File: config.mk
export PLATFORM = sky130hd
export DESIGN_NAME = conv_frame_ctrl_flat
export DESIGN_NICKNAME = d
export VERILOG_FILES = /design/src/rtl/conv_ctrl_pkg.sv /design/src/rtl/conv_frame_ctrl_if.sv /design/src/rtl/sync2.sv /design/src/rtl/conv_frame_ctrl.sv /design/src/flat_wrapper.sv
export SDC_FILE = /design/constraint.sdc
export NUM_CORES = 1
export LEC_CHECK = 0
export CAP_MARGIN = 20
export CORE_ASPECT_RATIO = 1.4
export CORE_UTILIZATION = 48
export DETAILED_ROUTE_END_ITERATION = 6
export GPL_TIMING_DRIVEN = 0
export PLACE_DENSITY = 0.87
export SYNTH_ARGS = -nofsm -noshare
export SYNTH_HDL_FRONTEND = slang
export SYNTH_SLANG_ARGS = --single-unit
File: constraint.sdc
create_clock -name iCLK -period 2.88 [get_ports iCLK]
set_input_delay 0.576 -clock iCLK [delete_from_list [all_inputs] [get_ports iCLK]]
set_output_delay 0.576 -clock iCLK [all_outputs]
set_load 0.02 [all_outputs]
File: src/rtl/conv_ctrl_pkg.sv
// Shared types and constants for the convolution frame controller.
package conv_ctrl_pkg;

  typedef enum logic [1:0] {
    IDLE,
    ACTIVE,
    BLANK
  } frame_state_t;

  localparam logic MODE_VERT = 1'b0;
  localparam logic MODE_HORZ = 1'b1;

endpackage

File: src/rtl/conv_frame_ctrl_if.sv
// Pixel-stream, control and status bundle between the image path and conv_frame_ctrl.
interface conv_frame_ctrl_if #(
  parameter int unsigned FCNT_W = 16
);
  logic [10:0]       iX_Cont;
  logic [10:0]       iY_Cont;
  logic              iDVAL;
  logic              iSW_REQ;
  logic              iAUTO;
  logic              iPROC_VALID;
  logic              oSWITCH;
  logic              oVALID;
  logic              oSOF;
  logic              oEOF;
  logic [FCNT_W-1:0] oFRAME_CNT;
  logic              oPENDING;
  logic [21:0]       oLAST_PIX;
  logic              oFRAME_ERR;

  modport master (
    output iX_Cont, iY_Cont, iDVAL, iSW_REQ, iAUTO, iPROC_VALID,
    input  oSWITCH, oVALID, oSOF, oEOF, oFRAME_CNT, oPENDING, oLAST_PIX, oFRAME_ERR
  );

  modport slave (
    input  iX_Cont, iY_Cont, iDVAL, iSW_REQ, iAUTO, iPROC_VALID,
    output oSWITCH, oVALID, oSOF, oEOF, oFRAME_CNT, oPENDING, oLAST_PIX, oFRAME_ERR
  );
endinterface

File: src/rtl/sync2.sv
// Two-flop synchroniser for slow asynchronous board inputs.
module sync2 (
  input  logic clk_i,
  input  logic rst_i,
  input  logic d_i,
  output logic q_o
);
  logic meta_q;
  logic sync_q;

  always_ff @(posedge clk_i) begin
    if (rst_i) begin
      meta_q <= 1'b0;
      sync_q <= 1'b0;
    end else begin
      meta_q <= d_i;
      sync_q <= meta_q;
    end
  end

  assign q_o = sync_q;
endmodule

File: src/rtl/conv_frame_ctrl.sv
// Frame sequencer: frame-aligned direction switching, warm-up valid masking, frame count.
// Optional FRAME_STATS_EN adds per-frame pixel count and short/long frame flag.
module conv_frame_ctrl
  import conv_ctrl_pkg::*;
#(
  parameter int unsigned IMG_W        = 640,
  parameter int unsigned IMG_H        = 480,
  parameter int unsigned WARMUP_LINES = 2,
  parameter int unsigned WARMUP_COLS  = 2,
  parameter int unsigned FCNT_W       = 16
) (
  input logic              iCLK,
  input logic              iRST,
  conv_frame_ctrl_if.slave bus
);
  localparam logic [10:0] XLast    = 11'(IMG_W - 1);
  localparam logic [10:0] YLast    = 11'(IMG_H - 1);
  localparam logic [10:0] WarmRows = 11'(WARMUP_LINES);
  localparam logic [10:0] WarmCols = 11'(WARMUP_COLS);

  logic sw_s;
  logic auto_s;

  sync2 u_sync_sw (
    .clk_i (iCLK),
    .rst_i (iRST),
    .d_i   (bus.iSW_REQ),
    .q_o   (sw_s)
  );

  sync2 u_sync_auto (
    .clk_i (iCLK),
    .rst_i (iRST),
    .d_i   (bus.iAUTO),
    .q_o   (auto_s)
  );

  logic sof_evt;
  logic eof_evt;
  assign sof_evt = bus.iDVAL && (bus.iX_Cont == '0) && (bus.iY_Cont == '0);
  assign eof_evt = bus.iDVAL && (bus.iX_Cont == XLast) && (bus.iY_Cont == YLast);

  frame_state_t      state_q, state_d;
  logic              switch_q, switch_d;
  logic              pending_q, pending_d;
  logic              valid_q, valid_d;
  logic              sof_q, eof_q;
  logic [FCNT_W-1:0] fcnt_q, fcnt_d;
  logic [10:0]       ox_q, ox_d;
  logic [10:0]       oy_q, oy_d;

  // A SOF while ACTIVE means the EOF was missed: stay ACTIVE and start a new frame.
  always_comb begin
    state_d = state_q;
    case (state_q)
      IDLE, BLANK: if (sof_evt) state_d = ACTIVE;
      ACTIVE:      if (!sof_evt && eof_evt) state_d = BLANK;
      default:     state_d = IDLE;
    endcase
  end

  always_comb begin
    switch_d = switch_q;
    fcnt_d   = fcnt_q;
    if (sof_evt) begin
      fcnt_d = fcnt_q + FCNT_W'(1);
      if (auto_s) switch_d = (switch_q == MODE_HORZ) ? MODE_VERT : MODE_HORZ;
      else        switch_d = sw_s;
    end
    pending_d = (sw_s != switch_q) && !auto_s;
  end

  // Mask counters follow the delayed convolution output, so SOF must not clear them.
  always_comb begin
    ox_d = ox_q;
    oy_d = oy_q;
    if (bus.iPROC_VALID) begin
      if (ox_q == XLast) begin
        ox_d = '0;
        oy_d = (oy_q == YLast) ? '0 : oy_q + 11'd1;
      end else begin
        ox_d = ox_q + 11'd1;
      end
    end
    valid_d = bus.iPROC_VALID && (oy_q >= WarmRows) && (ox_q >= WarmCols) && (state_q != IDLE);
  end

  always_ff @(posedge iCLK) begin
    if (iRST) begin
      state_q   <= IDLE;
      switch_q  <= MODE_VERT;
      pending_q <= 1'b0;
      valid_q   <= 1'b0;
      sof_q     <= 1'b0;
      eof_q     <= 1'b0;
      fcnt_q    <= '0;
      ox_q      <= '0;
      oy_q      <= '0;
    end else begin
      state_q   <= state_d;
      switch_q  <= switch_d;
      pending_q <= pending_d;
      valid_q   <= valid_d;
      sof_q     <= sof_evt;
      eof_q     <= eof_evt;
      fcnt_q    <= fcnt_d;
      ox_q      <= ox_d;
      oy_q      <= oy_d;
    end
  end

  assign bus.oSWITCH    = switch_q;
  assign bus.oPENDING   = pending_q;
  assign bus.oVALID     = valid_q;
  assign bus.oSOF       = sof_q;
  assign bus.oEOF       = eof_q;
  assign bus.oFRAME_CNT = fcnt_q;

`ifdef FRAME_STATS_EN
  localparam logic [21:0] FramePix = 22'(IMG_W * IMG_H);

  logic [21:0] pix_cnt_q, pix_cnt_d;
  logic [21:0] last_pix_q, last_pix_d;
  logic        frame_err_q, frame_err_d;

  // On a missed EOF the SOF pixel belongs to the new frame; on EOF the EOF pixel is included.
  always_comb begin
    pix_cnt_d   = pix_cnt_q;
    last_pix_d  = last_pix_q;
    frame_err_d = frame_err_q;
    if (sof_evt) begin
      pix_cnt_d = 22'd1;
      if (state_q == ACTIVE) begin
        last_pix_d  = pix_cnt_q;
        frame_err_d = (pix_cnt_q != FramePix);
      end
    end else if ((state_q == ACTIVE) && bus.iDVAL) begin
      pix_cnt_d = pix_cnt_q + 22'd1;
      if (eof_evt) begin
        last_pix_d  = pix_cnt_q + 22'd1;
        frame_err_d = ((pix_cnt_q + 22'd1) != FramePix);
      end
    end
  end

  always_ff @(posedge iCLK) begin
    if (iRST) begin
      pix_cnt_q   <= '0;
      last_pix_q  <= '0;
      frame_err_q <= 1'b0;
    end else begin
      pix_cnt_q   <= pix_cnt_d;
      last_pix_q  <= last_pix_d;
      frame_err_q <= frame_err_d;
    end
  end

  assign bus.oLAST_PIX  = last_pix_q;
  assign bus.oFRAME_ERR = frame_err_q;
`else
  assign bus.oLAST_PIX  = '0;
  assign bus.oFRAME_ERR = 1'b0;
`endif

endmodule

File: src/flat_wrapper.sv
// flat-port wrapper written by rule: the top's interface ports become plain ports
module conv_frame_ctrl_flat import conv_ctrl_pkg::*;
#(
  parameter int unsigned IMG_W        = 640,
  parameter int unsigned IMG_H        = 480,
  parameter int unsigned WARMUP_LINES = 2,
  parameter int unsigned WARMUP_COLS  = 2,
  parameter int unsigned FCNT_W       = 16
)
  (iCLK, iRST, bus_iX_Cont, bus_iY_Cont, bus_iDVAL, bus_iSW_REQ, bus_iAUTO, bus_iPROC_VALID, bus_oSWITCH, bus_oVALID, bus_oSOF, bus_oEOF, bus_oFRAME_CNT, bus_oPENDING, bus_oLAST_PIX, bus_oFRAME_ERR);
  conv_frame_ctrl_if #(.FCNT_W(FCNT_W)) bus_i ();
  input logic iCLK;
  input logic iRST;
  input wire logic [$bits(bus_i.iX_Cont)-1:0] bus_iX_Cont;
  input wire logic [$bits(bus_i.iY_Cont)-1:0] bus_iY_Cont;
  input wire logic [$bits(bus_i.iDVAL)-1:0] bus_iDVAL;
  input wire logic [$bits(bus_i.iSW_REQ)-1:0] bus_iSW_REQ;
  input wire logic [$bits(bus_i.iAUTO)-1:0] bus_iAUTO;
  input wire logic [$bits(bus_i.iPROC_VALID)-1:0] bus_iPROC_VALID;
  output wire logic [$bits(bus_i.oSWITCH)-1:0] bus_oSWITCH;
  output wire logic [$bits(bus_i.oVALID)-1:0] bus_oVALID;
  output wire logic [$bits(bus_i.oSOF)-1:0] bus_oSOF;
  output wire logic [$bits(bus_i.oEOF)-1:0] bus_oEOF;
  output wire logic [$bits(bus_i.oFRAME_CNT)-1:0] bus_oFRAME_CNT;
  output wire logic [$bits(bus_i.oPENDING)-1:0] bus_oPENDING;
  output wire logic [$bits(bus_i.oLAST_PIX)-1:0] bus_oLAST_PIX;
  output wire logic [$bits(bus_i.oFRAME_ERR)-1:0] bus_oFRAME_ERR;
  assign bus_i.iX_Cont = bus_iX_Cont;
  assign bus_i.iY_Cont = bus_iY_Cont;
  assign bus_i.iDVAL = bus_iDVAL;
  assign bus_i.iSW_REQ = bus_iSW_REQ;
  assign bus_i.iAUTO = bus_iAUTO;
  assign bus_i.iPROC_VALID = bus_iPROC_VALID;
  assign bus_oSWITCH = bus_i.oSWITCH;
  assign bus_oVALID = bus_i.oVALID;
  assign bus_oSOF = bus_i.oSOF;
  assign bus_oEOF = bus_i.oEOF;
  assign bus_oFRAME_CNT = bus_i.oFRAME_CNT;
  assign bus_oPENDING = bus_i.oPENDING;
  assign bus_oLAST_PIX = bus_i.oLAST_PIX;
  assign bus_oFRAME_ERR = bus_i.oFRAME_ERR;
  conv_frame_ctrl #(.IMG_W(IMG_W), .IMG_H(IMG_H), .WARMUP_LINES(WARMUP_LINES), .WARMUP_COLS(WARMUP_COLS), .FCNT_W(FCNT_W)) u_core (.iCLK(iCLK), .iRST(iRST), .bus(bus_i));
endmodule
==> metrics.txt, run 1 <==
run status finished clean; Critical Path AT 2.71 ns; net switching power of the design 0.000306 W; maximum clock frequency 0.397 GHz; unrepaired setup endpoints after global routing no; slowest stage cell on the critical path sky130_fd_sc_hd__nor4b_1; number of synthesized flops with an enable pin 0; maximum fanout along the worst path 10; number of nets with antenna violations after detailed routing 0; height of the die 87.8 um; vias after detailed routing 2442; post-DR wirelength/cell 13.4 um; Die W 63.3 um; Clock power frac 33.6%; commonest non-fill, non-tap cells in the layout sky130_fd_sc_hd__dfxtp_1 (49), sky130_fd_sc_hd__clkdlybuf4s50_1 (47), sky130_fd_sc_hd__a21oi_1 (26), sky130_fd_sc_hd__buf_4 (23), sky130_fd_sc_hd__conb_1 (23); Slew Limit Fails 0; source-to-sink clock delay at the later pin of the worst-skew pair 0.31 ns; core region area 4950 um2; static leakage 1.13 nW; Initial Util 51.0%; CP bufs+invs 1; number of nets at the end of the flow 413; count of synthesis-stage warnings from yosys 0; clock sink total 49; 1st-pass router iterations 4; cell family with the largest share of critical-path delay simple AND/OR/NAND/NOR gates; power density of the placed cells 377 nW/um2; sequential element share of the synthesized area 38.9%; synthesized flop and latch total 49; clock slew at the register clock pins of the worst setup and hold paths 0.09 ns; worst hold path class reg -> reg; worst path cell trace clkdlybuf4s50_1 -> nor4b_1 -> nand3_1 -> nor4_1 -> mux2_2; final estimated routing congestion in global placement 0.824; maximum buffer depth of the clock tree 2; internal power contribution 0.000918 W; kind of launch point of the worst setup path input port; global-route wire length before repair 9910 um; net switching fraction of the power 25.0%; synthesized instance count 304; H-Tree Level Count 2; Clock Skews 0.0122 ns; combinational power share 10.4%; number of DRC markers after the initial detailed-route iteration 118; drt drc 0; post-synthesis average cell area 8.31 um2; fraction of layout cells with a size suffix above 1 10.2%; post-CTS setup buffer count 0; TritonCTS clock tree yes; most common cell after layout, fill and taps aside sky130_fd_sc_hd__dfxtp_1; Via-to-Cell Ratio 5.49; Total Die Area 5560 um2; reported max-cap violation count 0; total track usage 22.2%; peak ir drop on the vdd network 0.260 mV; wire length reported by the detailed router 5950 um; setup TNS 0 ns; Slew Limit Headroom 36.2%; area growth from synthesis to layout 28.5%; final instance area 3250 um2; delay of the slowest critical-path stage 0.56 ns; Final Hold Vio Count 0; Post-Place Cell Area 3160 um2; clk root buf sky130_fd_sc_hd__clkbuf_8; Site Rows 30; number of global-route vias before repair 2381; WP data required 3.08 ns; most common flop cell mapped by yosys sky130_fd_sc_hd__dfxtp_1; Netlist cell types 40; pin count of the biggest net entering global routing 16; diodes inserted 0; total global routing overflow 0; count of input and output buffers 47; antenna violations before repair 0; PostCTS Resize Cnt 0; number of setup violations in the final report 0; asr flop ratio synth 0%; period utilisation layout 87.4%; sequential share of power 56.0%; post-synthesis instance area 2520 um2; Worst Tran Pin Value 0.948 ns; endpoint type of the worst setup path register; total CTS buffers 5; DPL Wire Length 4420 um; IO Count 72; Setup CP Type in -> reg; fin crit period 2.52 ns; count of hold buffers inserted by post-cts repair 0
power groups by stage:
stage          Combinational, W  Clock (W)  Sequential, W
6_report               0.000127   0.000411       0.000686
3_5_place_dp           0.000126          0       0.000702
4_1_cts                0.000126   0.000419       0.000686
2_1_floorplan         0.0000772          0       0.000701
3_3_place_gp           0.000123          0       0.000701
5_1_grt                0.000137   0.000446       0.000687
logic make-up (layout without fill, tap and decap cells):
logic type,count (synthesis),after routing,synth area share [%]
AND/OR/NAND/NOR,131,131,29.2
AO/OA/AOI/OAI,57,57,13.4
flip-flops,49,49,38.9
buffers and inverters,47,102,10.5
XOR/XNOR,9,9,3.12
adder cells (fa/ha/maj),5,5,2.48
multiplexers,5,5,2.23
other,1,23,0.149
layout make-up:
class                           count  area [um2]
Buffer                             35         220
Clock buffer                        6        72.6
Clock inverter                      2        15.0
Fill cell                         428        1710
Inverter                           12        45.0
Multi-Input combinational cell    230        1360
Sequential cell                    49         981
Tap cell                           64        80.1
Timing Repair Buffer               47         470
sequential cells by signal, indices dropped and copies added (netlist names), 2 cells and up:
signal and cells:
u_core.bus.oFRAME_CNT 16, u_core.state_q 2, u_core.ox_q 11, u_core.oy_q 11
cells in the mapped netlist, drive strengths merged, types with 2 or more instances:
cell type,number,area share (%)
or4,15,4.5
and3,6,1.5
inv,12,1.8
nand3b,2,0.59
o21ai,10,2.0
xnor2,6,2.1
or3,10,2.7
buf,26,7.3
a31oi,2,0.50
clkbuf,9,1.4
nor3,8,1.6
xor2,3,1.0
nor4,13,3.2
nor2,18,2.7
nand3,12,2.4
o31ai,14,4.2
nand2,19,2.8
and4,2,0.69
nor2b,9,2.2
a21oi,26,5.2
mux2,5,2.2
ha,5,2.5
nand4,12,3.0
dfxtp,49,39
worst paths after layout:
kind                                         from                                      to  slack (ns)  cells past startpoint
max                                bus_iY_Cont[5]  u_core.bus.oFRAME_CNT[15]$_SDFFE_PP0P_        0.36                      5
min          u_core.u_sync_auto.meta_q$_SDFF_PP0_       u_core.u_sync_auto.q_o$_SDFF_PP0_        0.46                      1
max reg2reg           u_core.ox_q[1]$_SDFFE_PP0P_            u_core.oy_q[10]$_SDFFE_PP0P_        0.51                      6
min reg2reg  u_core.u_sync_auto.meta_q$_SDFF_PP0_       u_core.u_sync_auto.q_o$_SDFF_PP0_        0.46                      1
metrics by stage:
step           setup WS (ns)  util (%)  total power, W  std cells  hold slack [ns]
2_1_floorplan          0.651         -        0.000778        326            0.414
3_3_place_gp          0.0130      63.7        0.000824        437            0.416
3_5_place_dp          0.0334      63.7        0.000827        437            0.436
4_1_cts                0.372      65.5         0.00123        445            0.457
5_1_grt                0.133      65.5         0.00127        445            0.476
6_report               0.362      65.5         0.00122        445            0.457
per-layer routing:
layer / vias to the layer above / GRT usage, % / share of wire [%]
li1: 1219 / - / -
met2: 81 / 43.1 / 55
met4: 0 / 11.6 / 1.1
met5: - / 0 / 0
met3: 6 / 6.12 / 5.8
met1: 1136 / 21.2 / 38
Power figures use the tool's default switching activity.
==> run 2: changes to the inputs <==
CELL_PAD_IN_SITES_DETAIL_PLACEMENT = 1   (was default)
CELL_PAD_IN_SITES_GLOBAL_PLACEMENT = 1   (was default)
CORE_UTILIZATION = 35   (was 48)
==> metrics.txt, run 2 (synthesis gave the netlist of run 1 again) <==
run status finished clean; number of DRC markers after the initial detailed-route iteration 73; maximum buffer depth of the clock tree 2; total global routing overflow 0; Clock Skews 0.0113 ns; Clock power frac 39.3%; internal power contribution 0.00103 W; core region area 6980 um2; Final Worst Setup Slack 0.309 ns; Worst Tran Pin Value 0.980 ns; combinational power share 9.5%; Site Rows 36; TritonCTS clock tree yes; post-layout utilization of the core 47.5%; global-route wire length before repair 11400 um; IO Count 72; number of setup violations in the final report 0; Top Usage Layer GRT met2; global routing met1 resource utilization 18.3%; Slew Limit Fails 0; CP bufs+invs 1; Critical Path AT 2.78 ns; drt drc 0; Setup CP Type in -> reg; Die W 73.8 um; wire length reported by the detailed router 6910 um; Via-to-Cell Ratio 5.26; Initial Util 36.2%; diodes inserted 0; period utilisation layout 89.3%; M2 GR Usage 39.1%; maximum clock frequency 0.389 GHz; final estimated routing congestion in global placement 0.795; area growth from synthesis to layout 31.4%; clk root buf sky130_fd_sc_hd__clkbuf_8; final instance area 3320 um2; Slew Limit Headroom 34.0%; unrepaired setup endpoints after global routing no; clock slew at the register clock pins of the worst setup and hold paths 0.10 ns; number of nets with antenna violations after detailed routing 0; clock sink total 49; kind of launch point of the worst setup path input port; reported max-cap violation count 0; total CTS buffers 5; post-CTS setup buffer count 0; Post-Place Cell Area 3200 um2; worst path cell trace clkdlybuf4s50_1 -> nor4b_1 -> nand3_1 -> nor4_1 -> mux2_2; cell family with the largest share of critical-path delay simple AND/OR/NAND/NOR gates; DPL Wire Length 5180 um; Design Power 0.00134 W; worst hold slack 0.450 ns; antenna violations before repair 0; height of the die 102 um; pin count of the biggest net entering global routing 16; vias after detailed routing 2506; net switching fraction of the power 23.2%; fillers 880; slowest stage cell on the critical path sky130_fd_sc_hd__nor4b_1; WP data required 3.09 ns; maximum fanout along the worst path 10; endpoint type of the worst setup path register; PostCTS Resize Cnt 0; number of global-route vias before repair 2627; GR met3 Demand/Resource 3.32%; fraction of layout cells with a size suffix above 1 10.5%; fin crit period 2.57 ns; commonest non-fill, non-tap cells in the layout sky130_fd_sc_hd__dfxtp_1 (49), sky130_fd_sc_hd__clkdlybuf4s50_1 (47), sky130_fd_sc_hd__a21oi_1 (26), sky130_fd_sc_hd__buf_4 (23), sky130_fd_sc_hd__conb_1 (23); H-Tree Level Count 2; delay of the slowest critical-path stage 0.55 ns; sequential share of power 51.2%; most common cell after layout, fill and taps aside sky130_fd_sc_hd__dfxtp_1; count of input and output buffers 47; count of hold buffers inserted by post-cts repair 0; post-DR wirelength/cell 14.5 um; total track usage 19.1%; Largest register FFs 16; Total Die Area 7560 um2; static leakage 1.15 nW; worst hold path class reg -> reg; source-to-sink clock delay at the later pin of the worst-skew pair 0.30 ns; 1st-pass router iterations 4; number of nets at the end of the flow 413; minimum setup slack after placement -0.0319 ns; Final Hold Vio Count 0; peak ir drop on the vdd network 0.218 mV; power density of the placed cells 404 nW/um2; net switching power of the design 0.000310 W
==> run 2: changes by cell type in the layout (fill, tap and decap cells not counted) <==
| cell | before | now |
|---|---|---|
| sky130_fd_sc_hd__bufinv_16 | 0 | 1 |
| sky130_fd_sc_hd__clkinvlp_4 | 2 | 1 |
| sky130_fd_sc_hd__clkbuf_8 | 5 | 6 |
| sky130_fd_sc_hd__clkbuf_1 | 9 | 8 |
==> run 2: worst register-to-register path, stage by stage (launching register included) <==
cell and delay, ns:
sky130_fd_sc_hd__dfxtp_1 0.42, sky130_fd_sc_hd__ha_1 0.25, sky130_fd_sc_hd__nand3_1 0.26, sky130_fd_sc_hd__or4_1 0.59
sky130_fd_sc_hd__buf_2 0.20, sky130_fd_sc_hd__or4_1 0.51, sky130_fd_sc_hd__a21oi_1 0.14
==> run 2: path summary, 6_finish.rpt <==
kind,from,endpoint,slack [ns],depth (start not counted)
setup / recovery,bus_iY_Cont[5],u_core.bus.oFRAME_CNT[13]$_SDFFE_PP0P_,0.31,5
hold / removal,u_core.u_sync_sw.meta_q$_SDFF_PP0_,u_core.u_sync_sw.q_o$_SDFF_PP0_,0.45,1
hold reg to reg,u_core.u_sync_sw.meta_q$_SDFF_PP0_,u_core.u_sync_sw.q_o$_SDFF_PP0_,0.45,1
setup reg to reg,u_core.ox_q[1]$_SDFFE_PP0P_,u_core.oy_q[10]$_SDFFE_PP0P_,0.44,6
==> run 2: routing by layer <==
metal	wire length, um	vias to the layer above
li1	-	1214
met1	2660	1225
met2	3880	57
met3	208	10
met4	151	0
met5	0	-
==> run 2: area by class of cell <==
type                    instances  area [um2]  share of cell area [%]
plain buffers                  35         220                    6.64
clock buffers                   6        82.6                    2.49
clock inverters                 2        37.5                    1.13
inverters                      12        45.0                    1.36
multi-input cells             230        1360                    41.0
flip-flops and latches         49         981                    29.6
well taps                      95         119                    3.58
repair buffers                 47         470                    14.2
==> run 2: stage by stage <==
step,TNS (ns),instances
floorplan,0,326
detailed placement,-0.0319,468
global placement,0,468
CTS,0,476
global route,0,476
finish,0,476
==> run 2: power groups by stage <==
stage | Clock [W] | Sequential (W) | Combinational (W)
after floorplan | 0 | 0.000701 | 0.0000772
after global routing | 0.000559 | 0.000687 | 0.000138
after CTS | 0.000535 | 0.000686 | 0.000127
after global placement | 0 | 0.000701 | 0.000123
final | 0.000527 | 0.000686 | 0.000128
after detailed placement | 0 | 0.000702 | 0.000127
